$ cat config.mk
export PLATFORM = sky130hd
export DESIGN_NAME = mem_master
export DESIGN_NICKNAME = d
export VERILOG_FILES = /design/src/rtl/cpu15_mem_pkg.sv /design/src/rtl/mem_burst_ctr.sv /design/src/rtl/mem_master.sv
export SDC_FILE = /design/constraint.sdc
export NUM_CORES = 1
export LEC_CHECK = 0
export ABC_AREA = 1
export BUFFER_PORTS_ARGS = -buffer_cell sky130_fd_sc_hd__buf_4
export CAP_MARGIN = 20
export CORE_UTILIZATION = 30
export CTS_CLUSTER_DIAMETER = 150
export DETAILED_ROUTE_END_ITERATION = 10
export PLACE_DENSITY = 0.59
export RECOVER_POWER = 25
export SLEW_MARGIN = 20
export SYNTH_ARGS = -nofsm -noshare
export SYNTH_HDL_FRONTEND = slang
export SYNTH_HIERARCHICAL = 1
export SYNTH_SLANG_ARGS = --single-unit
$ cat constraint.sdc
create_clock -name CLK -period 3.49 [get_ports CLK]
set_input_delay 0 -clock CLK [delete_from_list [all_inputs] [get_ports CLK]]
set_output_delay 0 -clock CLK [all_outputs]
set_load 0.02 [all_outputs]
$ cat src/rtl/cpu15_mem_pkg.sv
// rtl/cpu15_mem_pkg.sv - shared constants and state enum for the mega_ram master
package cpu15_mem_pkg;

    localparam int MEM_ADDR_W = 8;
    localparam int MEM_DATA_W = 16;
    localparam int MEM_LEN_W  = 4;

    // Memory-mapped IO words; the master itself treats them as plain RAM words.
    localparam logic [MEM_ADDR_W-1:0] IO64_ADDR = 8'd64;
    localparam logic [MEM_ADDR_W-1:0] IO65_ADDR = 8'd65;

    typedef enum logic [2:0] {
        IDLE,
        WR,
        RD_ISSUE,
        RD_CAPT,
        RESP
    } mm_state_t;

endpackage

$ cat src/rtl/mem_burst_ctr.sv
// rtl/mem_burst_ctr.sv - burst address incrementer and remaining-beat down-counter
//
// Ports:
//   clk, rst_n        clock, asynchronous active-low reset
//   load              capture load_addr / load_len (start of a transaction)
//   step              advance to the next beat: addr+1 (wrapping), remaining-1
//   load_addr         start address
//   load_len          beats minus one
//   addr              current beat address (drives the RAM address directly)
//   last              current beat is the final one
module mem_burst_ctr #(
    parameter int ADDR_W = 8,
    parameter int LEN_W  = 4
) (
    input  logic              clk,
    input  logic              rst_n,
    input  logic              load,
    input  logic              step,
    input  logic [ADDR_W-1:0] load_addr,
    input  logic [LEN_W-1:0]  load_len,
    output logic [ADDR_W-1:0] addr,
    output logic              last
);

    logic [LEN_W-1:0] remaining;

    always_ff @(posedge clk or negedge rst_n) begin
        if (!rst_n) begin
            addr      <= '0;
            remaining <= '0;
        end else if (load) begin
            addr      <= load_addr;
            remaining <= load_len;
        end else if (step) begin
            // Natural overflow gives the modulo-2^ADDR_W wrap.
            addr      <= addr + 1'b1;
            remaining <= remaining - 1'b1;
        end
    end

    assign last = (remaining == '0);

endmodule

$ cat src/rtl/mem_master.sv
// rtl/mem_master.sv - request/response master for mega_ram: single writes, read bursts
//
// Ports:
//   CLK, RESET_N                       clock, asynchronous active-low reset
//   REQ_VALID/REQ_READY                request handshake
//   REQ_WE, REQ_ADDR, REQ_LEN, REQ_WDATA   request fields (REQ_LEN = beats-1, reads only)
//   RSP_VALID/RSP_READY                response beat handshake
//   RSP_DATA, RSP_LAST                 read data (0 on write ack), final-beat flag
//   RAM_ADDR, RAM_IN, RAM_WEN, RAM_OUT direct mega_ram connection (one-cycle read latency)
module mem_master
    import cpu15_mem_pkg::*;
#(
    parameter int ADDR_W = MEM_ADDR_W,
    parameter int DATA_W = MEM_DATA_W
) (
    input  logic              CLK,
    input  logic              RESET_N,
    input  logic              REQ_VALID,
    output logic              REQ_READY,
    input  logic              REQ_WE,
    input  logic [ADDR_W-1:0] REQ_ADDR,
    input  logic [3:0]        REQ_LEN,
    input  logic [DATA_W-1:0] REQ_WDATA,
    output logic              RSP_VALID,
    input  logic              RSP_READY,
    output logic [DATA_W-1:0] RSP_DATA,
    output logic              RSP_LAST,
    output logic [ADDR_W-1:0] RAM_ADDR,
    output logic [DATA_W-1:0] RAM_IN,
    output logic              RAM_WEN,
    input  logic [DATA_W-1:0] RAM_OUT
);

    mm_state_t state, state_nxt;

    // Holds REQ_READY low through reset and releases it on the first edge after.
    logic init_done;

    logic              accept;
    logic              ctr_load;
    logic              ctr_step;
    logic              ctr_last;
    logic [ADDR_W-1:0] ctr_addr;
    logic [DATA_W-1:0] ram_in_q;
    logic [DATA_W-1:0] rsp_data_q;
    logic              rsp_last_q;

    assign accept = REQ_VALID && REQ_READY;

    mem_burst_ctr #(
        .ADDR_W (ADDR_W),
        .LEN_W  (MEM_LEN_W)
    ) u_burst_ctr (
        .clk       (CLK),
        .rst_n     (RESET_N),
        .load      (ctr_load),
        .step      (ctr_step),
        .load_addr (REQ_ADDR),
        .load_len  (REQ_WE ? 4'd0 : REQ_LEN),
        .addr      (ctr_addr),
        .last      (ctr_last)
    );

    always_ff @(posedge CLK or negedge RESET_N) begin
        if (!RESET_N) begin
            state     <= IDLE;
            init_done <= 1'b0;
        end else begin
            state     <= state_nxt;
            init_done <= 1'b1;
        end
    end

    always_comb begin
        state_nxt = state;
        unique case (state)
            IDLE:     if (accept) state_nxt = REQ_WE ? WR : RD_ISSUE;
            WR:       state_nxt = RESP;
            RD_ISSUE: state_nxt = RD_CAPT;
            RD_CAPT:  state_nxt = RESP;
            RESP:     if (RSP_READY) state_nxt = ctr_last ? IDLE : RD_ISSUE;
            default:  state_nxt = IDLE;
        endcase
    end

    always_comb begin
        REQ_READY = (state == IDLE) && init_done;
        RSP_VALID = (state == RESP);
        RAM_WEN   = (state == WR);
        ctr_load  = accept;
        ctr_step  = (state == RESP) && RSP_READY && !ctr_last;
    end

    // Response register: loaded once per beat, frozen through RESP so
    // back-pressure never disturbs the presented beat.
    always_ff @(posedge CLK or negedge RESET_N) begin
        if (!RESET_N) begin
            ram_in_q   <= '0;
            rsp_data_q <= '0;
            rsp_last_q <= 1'b0;
        end else begin
            if (accept) ram_in_q <= REQ_WDATA;
            if (state == WR) begin
                rsp_data_q <= '0;
                rsp_last_q <= 1'b1;
            end else if (state == RD_CAPT) begin
                rsp_data_q <= RAM_OUT;
                rsp_last_q <= ctr_last;
            end else if (state == RESP && RSP_READY) begin
                rsp_last_q <= 1'b0;
            end
        end
    end

    assign RSP_DATA = rsp_data_q;
    assign RSP_LAST = rsp_last_q;
    assign RAM_ADDR = ctr_addr;
    assign RAM_IN   = ram_in_q;

endmodule
==> impl_metrics.tcl <==
set metrics [dict create \
    status "complete, no violations" \
    drt-initial-drc-count 82 \
    critPathLaunchType "flip-flop" \
    combPwrFrac_pct 47.4 \
    slowest_stage "dfrtp_1" \
    seqPwrFrac_pct 37.3 \
    start_util_pct 31.0 \
    layout_min_cycle_time_ns 2.19 \
    grt_usage_pct 15.8 \
    cts_sinks 49 \
    swShare_pct 41.8 \
    ir_drop_mv 0.359 \
    ant_nets 0 \
    required_ns 3.69 \
    fin_nets 450 \
    leakage_nw 1.88 \
    fillCellCount 716 \
    globalplace.congestion 0.831 \
    final_util_pct 48.9 \
    rows 31 \
    hold_path_class "input port to flip-flop" \
    path_buf_inv 1 \
    clock_latency_ns 0.31 \
    post_drt_wl_per_cell_um 11.6 \
    grt_pass1_vias 2086 \
    post-route-period-util_pct 62.8 \
    final_max_slew_viol_count 0 \
    htreeDepth 2 \
    cts.path.max_buffers 2 \
    worstPathArrival_ns 2.39 \
    antenna_found_initial 0 \
    ys_seq_area_share_pct 54.9 \
    p_int_mw 1.63 \
    drive_gt1_share_pct 27.5 \
    layout_commonest_cell "nand2_1" \
    dieArea_um2 7790 \
    fmaxAchievable_mhz 457 \
    holdWs_ns 0.0271 \
    synth_nets 317 \
    power.total_mw 2.80 \
    drv_cap 0 \
    die_h_um 88.3 \
    power_density_nw_per_um2 792 \
    drtPass1Iterations 4 \
    netlist_instances 266 \
    cts_tree "yes" \
    met3_usage_pct 4.38 \
    yosys.area.top_type_share_pct 54.9 \
    crit_fanout 29 \
    n_antenna_cell 0 \
    setup_violations 0 \
    numCtsBuffers 5 \
    top_usage_layer "met2" \
    met2_usage_pct 28.0 \
    slew_headroom_pct 56.2 \
    yosysTopAreaCell "dfrtp_1" \
    end_kind "flip-flop" \
    pre_cts_slack_ns 1.28 \
    synth_seq_cells 49 \
    finalClockSkew_ns 0.0121 \
    finalWorstSetupSlack_ns 1.30 \
    wl_mm 5.77 \
    yosysWarnings 6 \
    num_io_pins 93 \
    p_clk_share_pct 15.3 \
    via_per_inst 4.38 \
    portBuffers 92 \
    num_vias 2188 \
    tightest_slew_ns 0.655 \
    core_um2 7210 \
    fin_setup_tns_ns 0 \
    critical_path_class "flip-flop to flip-flop" \
    place_hpwl_mm 3.89 \
    cts.clk_slew.worst_paths_ns 0.10 \
    ys_types 24 \
    crit_chain "inv_1 > nand3_2 > nor2_4 > nor2_2 > a22oi_1 > o21ai_0" \
    root_buffer "clkbuf_8" \
    p_switching_mw 1.17 \
    final_cell_mix "nand2_1, buf_4, dfrtp_1" \
    rsz0062_at_grt "false" \
    hold_viol 0 \
    syn2layout_area_growth_pct 58.1 \
    drc 0 \
    overflow 0 \
    grt_pass1_wl_mm 9.44 \
    met1_usage_pct 18.8 \
    cts_resized 0 \
    die_w_um 88.3 \
    syn_avg_cell_area_um2 8.40 \
    synth.top_cells.by_area "dfrtp_1, nand2_1, nand3_1" \
    grt_max_degree 50 \
    path_delay_family "simple AND/OR/NAND/NOR gates" \
    syn_area_um2 2230 \
    slowest_delay_ns 0.62 \
]
## tightest hold or removal path, cell delays in order
cell     delay (ns)
buf_4          0.12
o21ai_0        0.08
nor2_1         0.10
## cell type report
type / instances / area, µm² / area share, %
Clock buffer: 6 / 82.6 / 2.34
Clock inverter: 2 / 37.5 / 1.06
Inverter: 20 / 75.1 / 2.13
Multi-Input combinational cell: 189 / 875 / 24.8
Sequential cell: 49 / 1230 / 34.7
Tap cell: 99 / 124 / 3.51
Timing Repair Buffer: 134 / 1110 / 31.5
## worst paths after layout
| path | start | end | slack [ns] | cells after the start |
|---|---|---|---|---|
| worst max register to register | state[1] | u_burst_ctr/remaining[2] | 1.30 | 6 |
| min in group asynchronous | RESET_N | RSP_DATA[7] | 0.24 | 2 |
| worst min register to register | RAM_IN[14] | RAM_IN[14] | 0.48 | 2 |
| max in group asynchronous | RESET_N | RAM_IN[2] | 2.81 | 2 |
| worst max-delay path | state[1] | u_burst_ctr/remaining[2] | 1.30 | 6 |
| worst min-delay path | REQ_WE | state[0] | 0.03 | 3 |
## cells in the mapped netlist
cell      number
a21oi_1        3
a22oi_1        8
buf_2          4
buf_6          3
clkbuf_1       1
conb_1         1
dfrtp_1       49
ha_1           2
inv_1         17
inv_2          3
nand2_1      110
nand2_2        1
nand2_4        1
nand3_1       26
nand3_2        1
nor2_1        17
nor2_2         2
nor2_4         2
o211ai_1       2
o21ai_0        5
o21ai_1        1
o21bai_1       2
o22ai_1        1
xnor2_1        4
## sequential cells by signal, summed over array words and instances (netlist names)
signal,flops
u_burst_ctr/remaining,4
RSP_DATA,16
RSP_LAST,1
state,3
init_done,1
u_burst_ctr/addr,8
RAM_IN,16
## cell families (layout without fill, tap and decap cells)
group | count (synthesis) | after routing | share of synthesized area, %
AO/OA/AOI/OAI | 22 | 22 | 6.33
adder cells (fa/ha/maj) | 2 | 2 | 1.12
XOR/XNOR | 4 | 4 | 1.57
buffers and inverters | 28 | 162 | 5.94
other | 1 | 1 | 0.168
flip-flops | 49 | 49 | 54.9
AND/OR/NAND/NOR | 160 | 160 | 30.0
## what timing repair did
action | 4_1_cts | 5_1_grt
buffers inserted | 0 | 0
hold endpoints to repair | 91 | 0
hold buffers | 42 | 0
## metal layers
metal / routed length (µm) / share of wire, %
met1: 2580 / 45
met2: 2780 / 48
met3: 347 / 6.0
met4: 64 / 1.1
met5: 0 / 0
## power by group through the flow
stage	clock (mW)	combinational, mW	sequential [mW]
after floorplan	0	0.534	1.28
after global placement	0	1.28	1.05
after detailed placement	0	1.30	1.05
after CTS	0.444	1.34	1.05
after global routing	0.465	1.47	1.08
final	0.428	1.33	1.04
## stage by stage
step | instance area (µm²) | std cells
floorplan | 2230 | 266
global placement | 2990 | 449
detailed placement | 2990 | 449
CTS | 3530 | 499
global route | 3530 | 499
finish | 3530 | 499
Note: power is estimated with default switching activity, not from simulation.
